==> src/rtl/corescore_led_pkg.sv <==
// Shared mode constants, FSM state type and sizing helper for the LED activity driver.
package corescore_led_pkg;

    localparam logic [1:0] LED_MODE_OFF       = 2'd0;
    localparam logic [1:0] LED_MODE_STRETCH   = 2'd1;
    localparam logic [1:0] LED_MODE_DIRECT    = 2'd2;
    localparam logic [1:0] LED_MODE_HEARTBEAT = 2'd3;

    typedef enum logic {
        IDLE = 1'b0,
        HOLD = 1'b1
    } led_state_t;

    // Counter width able to hold n-1; never narrower than one bit.
    function automatic int unsigned cnt_w(input int unsigned n);
        return (n > 1) ? $clog2(n) : 1;
    endfunction

endpackage

==> src/rtl/corescore_led_stretch.sv <==
// One channel's pulse stretcher: IDLE/HOLD FSM with a retriggerable hold counter.
module corescore_led_stretch
    import corescore_led_pkg::*;
#(
    parameter int unsigned HOLD_CYCLES = 1000000
) (
    input  logic clk,
    input  logic rst_n,
    input  logic act_evt,
    input  logic enable,
    output logic busy
);

    localparam int unsigned      CW     = cnt_w(HOLD_CYCLES);
    localparam logic [CW-1:0]    RELOAD = CW'(HOLD_CYCLES - 1);

    led_state_t      state;
    logic [CW-1:0]   cnt;

    always_ff @(posedge clk or negedge rst_n) begin
        if (!rst_n) begin
            state <= IDLE;
            cnt   <= '0;
            busy  <= 1'b0;
        end else if (!enable) begin
            state <= IDLE;
            cnt   <= '0;
            busy  <= 1'b0;
        end else begin
            busy <= (state == HOLD);
            unique case (state)
                IDLE: if (act_evt) begin
                    state <= HOLD;
                    cnt   <= RELOAD;
                end
                HOLD: begin
                    if (act_evt)
                        cnt <= RELOAD;
                    else if (cnt != '0)
                        cnt <= cnt - 1'b1;
                    else
                        state <= IDLE;
                end
                default: state <= IDLE;
            endcase
        end
    end

endmodule

==> src/rtl/corescore_led_activity.sv <==
// Multi-channel LED activity driver: stretch / direct / heartbeat lit source, gated by global PWM.
// Define CORESCORE_LED_SYNC_EN to put a 2-flop synchroniser in front of the activity inputs.
module corescore_led_activity
    import corescore_led_pkg::*;
#(
    parameter int unsigned CHANNELS    = 3,
    parameter int unsigned PWM_W       = 8,
    parameter int unsigned HOLD_CYCLES = 1000000,
    parameter int unsigned HB_CYCLES   = 8000000,
    parameter logic        ACT_IDLE    = 1'b1
) (
    input  logic                i_clk,
    input  logic                i_rst_n,
    input  logic [CHANNELS-1:0] i_act,
    input  logic [PWM_W-1:0]    i_duty,
    input  logic [1:0]          i_mode,
    output logic [CHANNELS-1:0] o_busy,
    output logic [CHANNELS-1:0] o_pwm
);

    localparam logic [CHANNELS-1:0] IDLE_VEC = {CHANNELS{ACT_IDLE}};
    localparam int unsigned         HBW      = cnt_w(HB_CYCLES);
    localparam logic [HBW-1:0]      HB_LAST  = HBW'(HB_CYCLES - 1);

    logic [CHANNELS-1:0] act_in;
    logic [CHANNELS-1:0] act_q;
    logic [CHANNELS-1:0] evt;
    logic [CHANNELS-1:0] lit;
    logic [PWM_W-1:0]    pwm_cnt;
    logic [HBW-1:0]      hb_cnt;
    logic                hb_phase;

`ifdef CORESCORE_LED_SYNC_EN
    logic [1:0][CHANNELS-1:0] sync_q;

    always_ff @(posedge i_clk or negedge i_rst_n) begin
        if (!i_rst_n) sync_q <= {IDLE_VEC, IDLE_VEC};
        else          sync_q <= {sync_q[0], i_act};
    end

    assign act_in = sync_q[1];
`else
    assign act_in = i_act;
`endif

    always_ff @(posedge i_clk or negedge i_rst_n) begin
        if (!i_rst_n) act_q <= IDLE_VEC;
        else          act_q <= act_in;
    end

    assign evt = act_q ^ IDLE_VEC;

    always_ff @(posedge i_clk or negedge i_rst_n) begin
        if (!i_rst_n) pwm_cnt <= '0;
        else          pwm_cnt <= pwm_cnt + 1'b1;
    end

    // Heartbeat only runs while selected so every entry starts from a known phase.
    always_ff @(posedge i_clk or negedge i_rst_n) begin
        if (!i_rst_n) begin
            hb_cnt   <= '0;
            hb_phase <= 1'b0;
        end else if (i_mode != LED_MODE_HEARTBEAT) begin
            hb_cnt   <= '0;
            hb_phase <= 1'b0;
        end else if (hb_cnt == HB_LAST) begin
            hb_cnt   <= '0;
            hb_phase <= ~hb_phase;
        end else begin
            hb_cnt   <= hb_cnt + 1'b1;
        end
    end

    for (genvar g = 0; g < CHANNELS; g++) begin : g_ch
        corescore_led_stretch #(
            .HOLD_CYCLES (HOLD_CYCLES)
        ) u_stretch (
            .clk     (i_clk),
            .rst_n   (i_rst_n),
            .act_evt (evt[g]),
            .enable  (i_mode == LED_MODE_STRETCH),
            .busy    (o_busy[g])
        );
    end

    always_comb begin
        lit = '0;
        unique case (i_mode)
            LED_MODE_STRETCH:   lit = o_busy;
            LED_MODE_DIRECT:    lit = evt;
            LED_MODE_HEARTBEAT: lit = {CHANNELS{hb_phase}};
            default:            lit = '0;
        endcase
    end

    always_ff @(posedge i_clk or negedge i_rst_n) begin
        if (!i_rst_n) o_pwm <= '0;
        else          o_pwm <= lit & {CHANNELS{pwm_cnt < i_duty}};
    end

endmodule

==> config.mk <==
export PLATFORM = sky130hd
export DESIGN_NAME = corescore_led_activity
export DESIGN_NICKNAME = d
export VERILOG_FILES = /design/src/rtl/corescore_led_pkg.sv /design/src/rtl/corescore_led_stretch.sv /design/src/rtl/corescore_led_activity.sv
export SDC_FILE = /design/constraint.sdc
export NUM_CORES = 1
export LEC_CHECK = 0
export ABC_AREA = 1
export BUFFER_PORTS_ARGS = -buffer_cell sky130_fd_sc_hd__clkbuf_2
export CAP_MARGIN = 10
export CORE_MARGIN = 8
export CORE_UTILIZATION = 45
export DETAILED_ROUTE_END_ITERATION = 12
export SYNTH_ARGS = -nofsm -noshare
export SYNTH_HDL_FRONTEND = slang
export SYNTH_HIERARCHICAL = 1
export SYNTH_SLANG_ARGS = --single-unit
export TNS_END_PERCENT = 20
==> constraint.sdc <==
create_clock -name i_clk -period 1.45 [get_ports i_clk]
set_input_delay 0.29 -clock i_clk [delete_from_list [all_inputs] [get_ports i_clk]]
set_output_delay 0.29 -clock i_clk [all_outputs]
set_load 0.03 [all_outputs]
==> impl_metrics.json <==
{
  "tightest_slew_ns": 0.379,
  "power_density_nw_per_um2": 812,
  "yosysWarnings": 6,
  "nets": 1201,
  "syn_to_final_growth_pct": 40.4,
  "syn_nets": 1005,
  "cts.sinks": 104,
  "finalMaxSlewViolations": 0,
  "grt_pass1_vias": 6332,
  "skew_ns": 0.00846,
  "intPower_mw": 5.26,
  "via_per_inst": 4.99,
  "design.die.area_um2": 18900,
  "muxShareOfSynthArea_pct": 0,
  "die_h_um": 138,
  "hp-class": "input pin to flip-flop",
  "place.gp.congestion": 0.875,
  "grt_first_pass_wirelength_um": 30200,
  "synth_ff_type": "dfrtp_1",
  "fin_area_um2": 9340,
  "finalHoldViolCount": 0,
  "antenna_left": 0,
  "synth_xor_area_share_pct": 1.84,
  "overflow": 0,
  "synth_top_family_by_area": "simple AND/OR/NAND/NOR gates",
  "r2r_end": "g_ch[1].u_stretch/cnt[1]",
  "cts.clk_slew.worst_paths_ns": 0.08,
  "p_total_mw": 7.58,
  "worst_ep_arrival_time_ns": 1.83,
  "ys_async_sr_fraction_pct": 100,
  "cts_max_level": 3,
  "whs_endpoint": "act_q[0]",
  "ir_worst_vdd_uv": 604,
  "hold_depth": 1,
  "relSlewSlack_pct": 74.6,
  "synth_fa_ha_area_share_pct": 2.82,
  "setup_viol": 56,
  "cp_slowest_cell": "dfrtp_1",
  "drv_cap": 0,
  "min-delay-start": "i_act[0]",
  "synth_edf_count": 0,
  "drive_gt1_share_pct": 36.1,
  "leakage_nw": 4.79,
  "max_freq_mhz": 647,
  "rr_startpoint": "g_ch[1].u_stretch/cnt[0]",
  "die_x_um": 138,
  "crit_path_cell_trace": "inv_2 -> ha_4 -> nand3_2 -> nor2_2 -> nand3_2 -> nand2_4 -> nand3_4 -> clkinv_8 -> nand2_1 -> o21ai_1",
  "dr.pass1.iters": 5,
  "rsz0062_at_grt": "true",
  "comb_power_share_pct": 25.5,
  "synthSimpleGateAreaFrac_pct": 42.9,
  "n_antenna_cell": 0,
  "cts_tree": "done",
  "avgRoutedWirePerCell_um": 13.5,
  "syn_area_per_cell_um2": 6.82,
  "fp-row-count": 44,
  "fin_crit_ns": 1.54,
  "reg2regPathDepth": 10,
  "crit_fanout": 8,
  "clk_latency_ns": 0.36,
  "final_cell_mix": "nand2_1 (237), buf_4 (159), nor2_1 (112), nand3_1 (111), inv_1 (100)",
  "p_switching_mw": 2.32,
  "track_usage_pct": 19.7,
  "p_sw_share_pct": 30.7,
  "antenna_found_initial": 0,
  "crit_required_ns": 1.74,
  "r2r_slack_ns": -0.09,
  "synth.distinct_cells": 30,
  "boundaryPins": 21,
  "ys_seq_elements": 104,
  "cts-root-buf": "clkbuf_16",
  "cp-end-kind": "flip-flop",
  "final_common_cell": "nand2_1",
  "dp_hpwl_um": 12700,
  "dpl_cell_area_um2": 8200,
  "syn_area_um2": 6650,
  "grt_max_degree": 56,
  "start_util_pct": 46.0,
  "fp.coreArea_um2": 14500,
  "numCtsBuffers": 9,
  "violations": "negative setup slack",
  "vias": 6784,
  "drt_iter0_drc": 496,
  "timing.final.crit_share_pct": 107,
  "synth-seq-area-share_pct": 39.2,
  "critPathKind": "flip-flop to flip-flop",
  "slowest_delay_ns": 0.40,
  "status": "finished, violations left",
  "synth_compound_area_share_pct": 5.15,
  "routed_wirelength_um": 18300,
  "seq_power_share_pct": 40.3,
  "clkPwrFrac_pct": 34.2,
  "clock_path_buffers": 2,
  "syn_inst": 975,
  "drc": 0,
  "crit_path_start_kind": "flip-flop",
  "port_buffers": 20,
  "setup_slack_ns": -0.0946,
  "worst_path_most_repeated_cell": "nand3_2"
}
==> per-layer routing <==
metal,global-route usage (%),vias to the layer above,wire length (um)
met4,5.07,0,231
met2,32.1,107,8920
li1,-,3478,-
met1,26.6,3180,8620
met5,0,-,0
met3,3.14,19,557
==> power by group through the flow <==
| stage | clock network (mW) | registers (mW) | logic, mW |
|---|---|---|---|
| after floorplan | 0 | 3.11 | 0.863 |
| after global placement | 0 | 3.10 | 1.60 |
| after detailed placement | 0 | 3.10 | 1.61 |
| after CTS | 2.67 | 3.05 | 1.74 |
| after global routing | 2.77 | 3.07 | 2.14 |
| final | 2.59 | 3.06 | 1.93 |
==> state kept, by name, summed over array words and instances, names as in the netlist <==
name	cells
act_q	3
hb_phase	1
hb_cnt	23
pwm_cnt	8
o_pwm	3
g_ch.u_stretch/cnt	60
g_ch.u_stretch/busy	3
g_ch.u_stretch/state	3
==> synthesized netlist by cell type (4+ instances only) <==
master	count	area, um2
a21oi_1	14	70.1
clkbuf_1	10	37.5
dfrtp_1	101	2530
ha_1	15	188
inv_1	113	424
inv_2	7	26.3
nand2_1	295	1110
nand2_2	14	87.6
nand3_1	117	586
nand3_2	7	70.1
nand3_4	4	70.1
nand3b_1	4	30.0
nand4_1	5	31.3
nor2_1	157	589
nor2_2	17	106
nor2_4	9	101
nor3_1	12	60.1
o21ai_0	41	205
xor2_1	11	96.3
==> worst max-delay path: cells and delay by family (launching register included) <==
family / cells / cell delay [ns]
AOI/OAI and AO/OA: 1 / 0.06
buffers and inverters: 2 / 0.28
DFF: 1 / 0.40
and+or+nand+nor: 6 / 0.57
adders and majority gates: 1 / 0.14
==> layout make-up <==
cell class / instances / area [um2]
fillers: 1266 / 5140
multi-input cells: 738 / 4160
flip-flops and latches: 104 / 2620
repair buffers: 192 / 1470
inverters: 123 / 518
clock buffers: 12 / 256
well taps: 184 / 230
clock inverters: 4 / 52.6
repair inverters: 3 / 36.3
==> cell families (layout without fill, tap and decap cells) <==
| group | after synthesis | in the layout |
|---|---|---|
| AND/OR/NAND/NOR | 643 | 646 |
| XOR/XNOR | 14 | 14 |
| buffers and inverters | 136 | 334 |
| AO/OA/AOI/OAI | 63 | 63 |
| flip-flops | 104 | 104 |
| adder cells (fa/ha/maj) | 15 | 15 |
==> worst max path at each step <==
stage	from	to	slack, ns	cells past startpoint
2_1_floorplan	g_ch[0].u_stretch/cnt[0]	g_ch[0].u_stretch/cnt[9]	0.002	11
3_3_place_gp	g_ch[2].u_stretch/cnt[2]	g_ch[2].u_stretch/cnt[18]	-0.14	10
3_5_place_dp	g_ch[2].u_stretch/cnt[2]	g_ch[2].u_stretch/cnt[18]	-0.15	10
4_1_cts	g_ch[1].u_stretch/cnt[0]	g_ch[1].u_stretch/cnt[0]	-0.08	10
5_1_grt	g_ch[1].u_stretch/cnt[2]	g_ch[1].u_stretch/cnt[4]	-0.19	9
6_report	g_ch[1].u_stretch/cnt[0]	g_ch[1].u_stretch/cnt[1]	-0.09	10
==> repair_timing <==
item,4_1_cts,5_1_grt
pin swaps,35,47
setup buffers,6,6
hold buffers,3,0
cloned,5,1
gates resized for setup,77,149
endpoints found under the setup margin,66,74
endpoints found under the hold margin,103,0
==> per-stage QoR <==
step	hold WS [ns]	utilization, %	cells	setup TNS (ns)	setup slack (ns)
6_report	0.0202	64.5	1360	-2.72	-0.0946
4_1_cts	0.00915	61.3	1354	-2.39	-0.0798
3_5_place_dp	0.318	56.6	1324	-5.77	-0.148
3_3_place_gp	0.315	56.6	1324	-4.84	-0.137
5_1_grt	0.00752	64.5	1360	-8.14	-0.186
2_1_floorplan	-0.00559	-	975	0	0.00239
No activity file was read; power rests on OpenSTA's default activity.
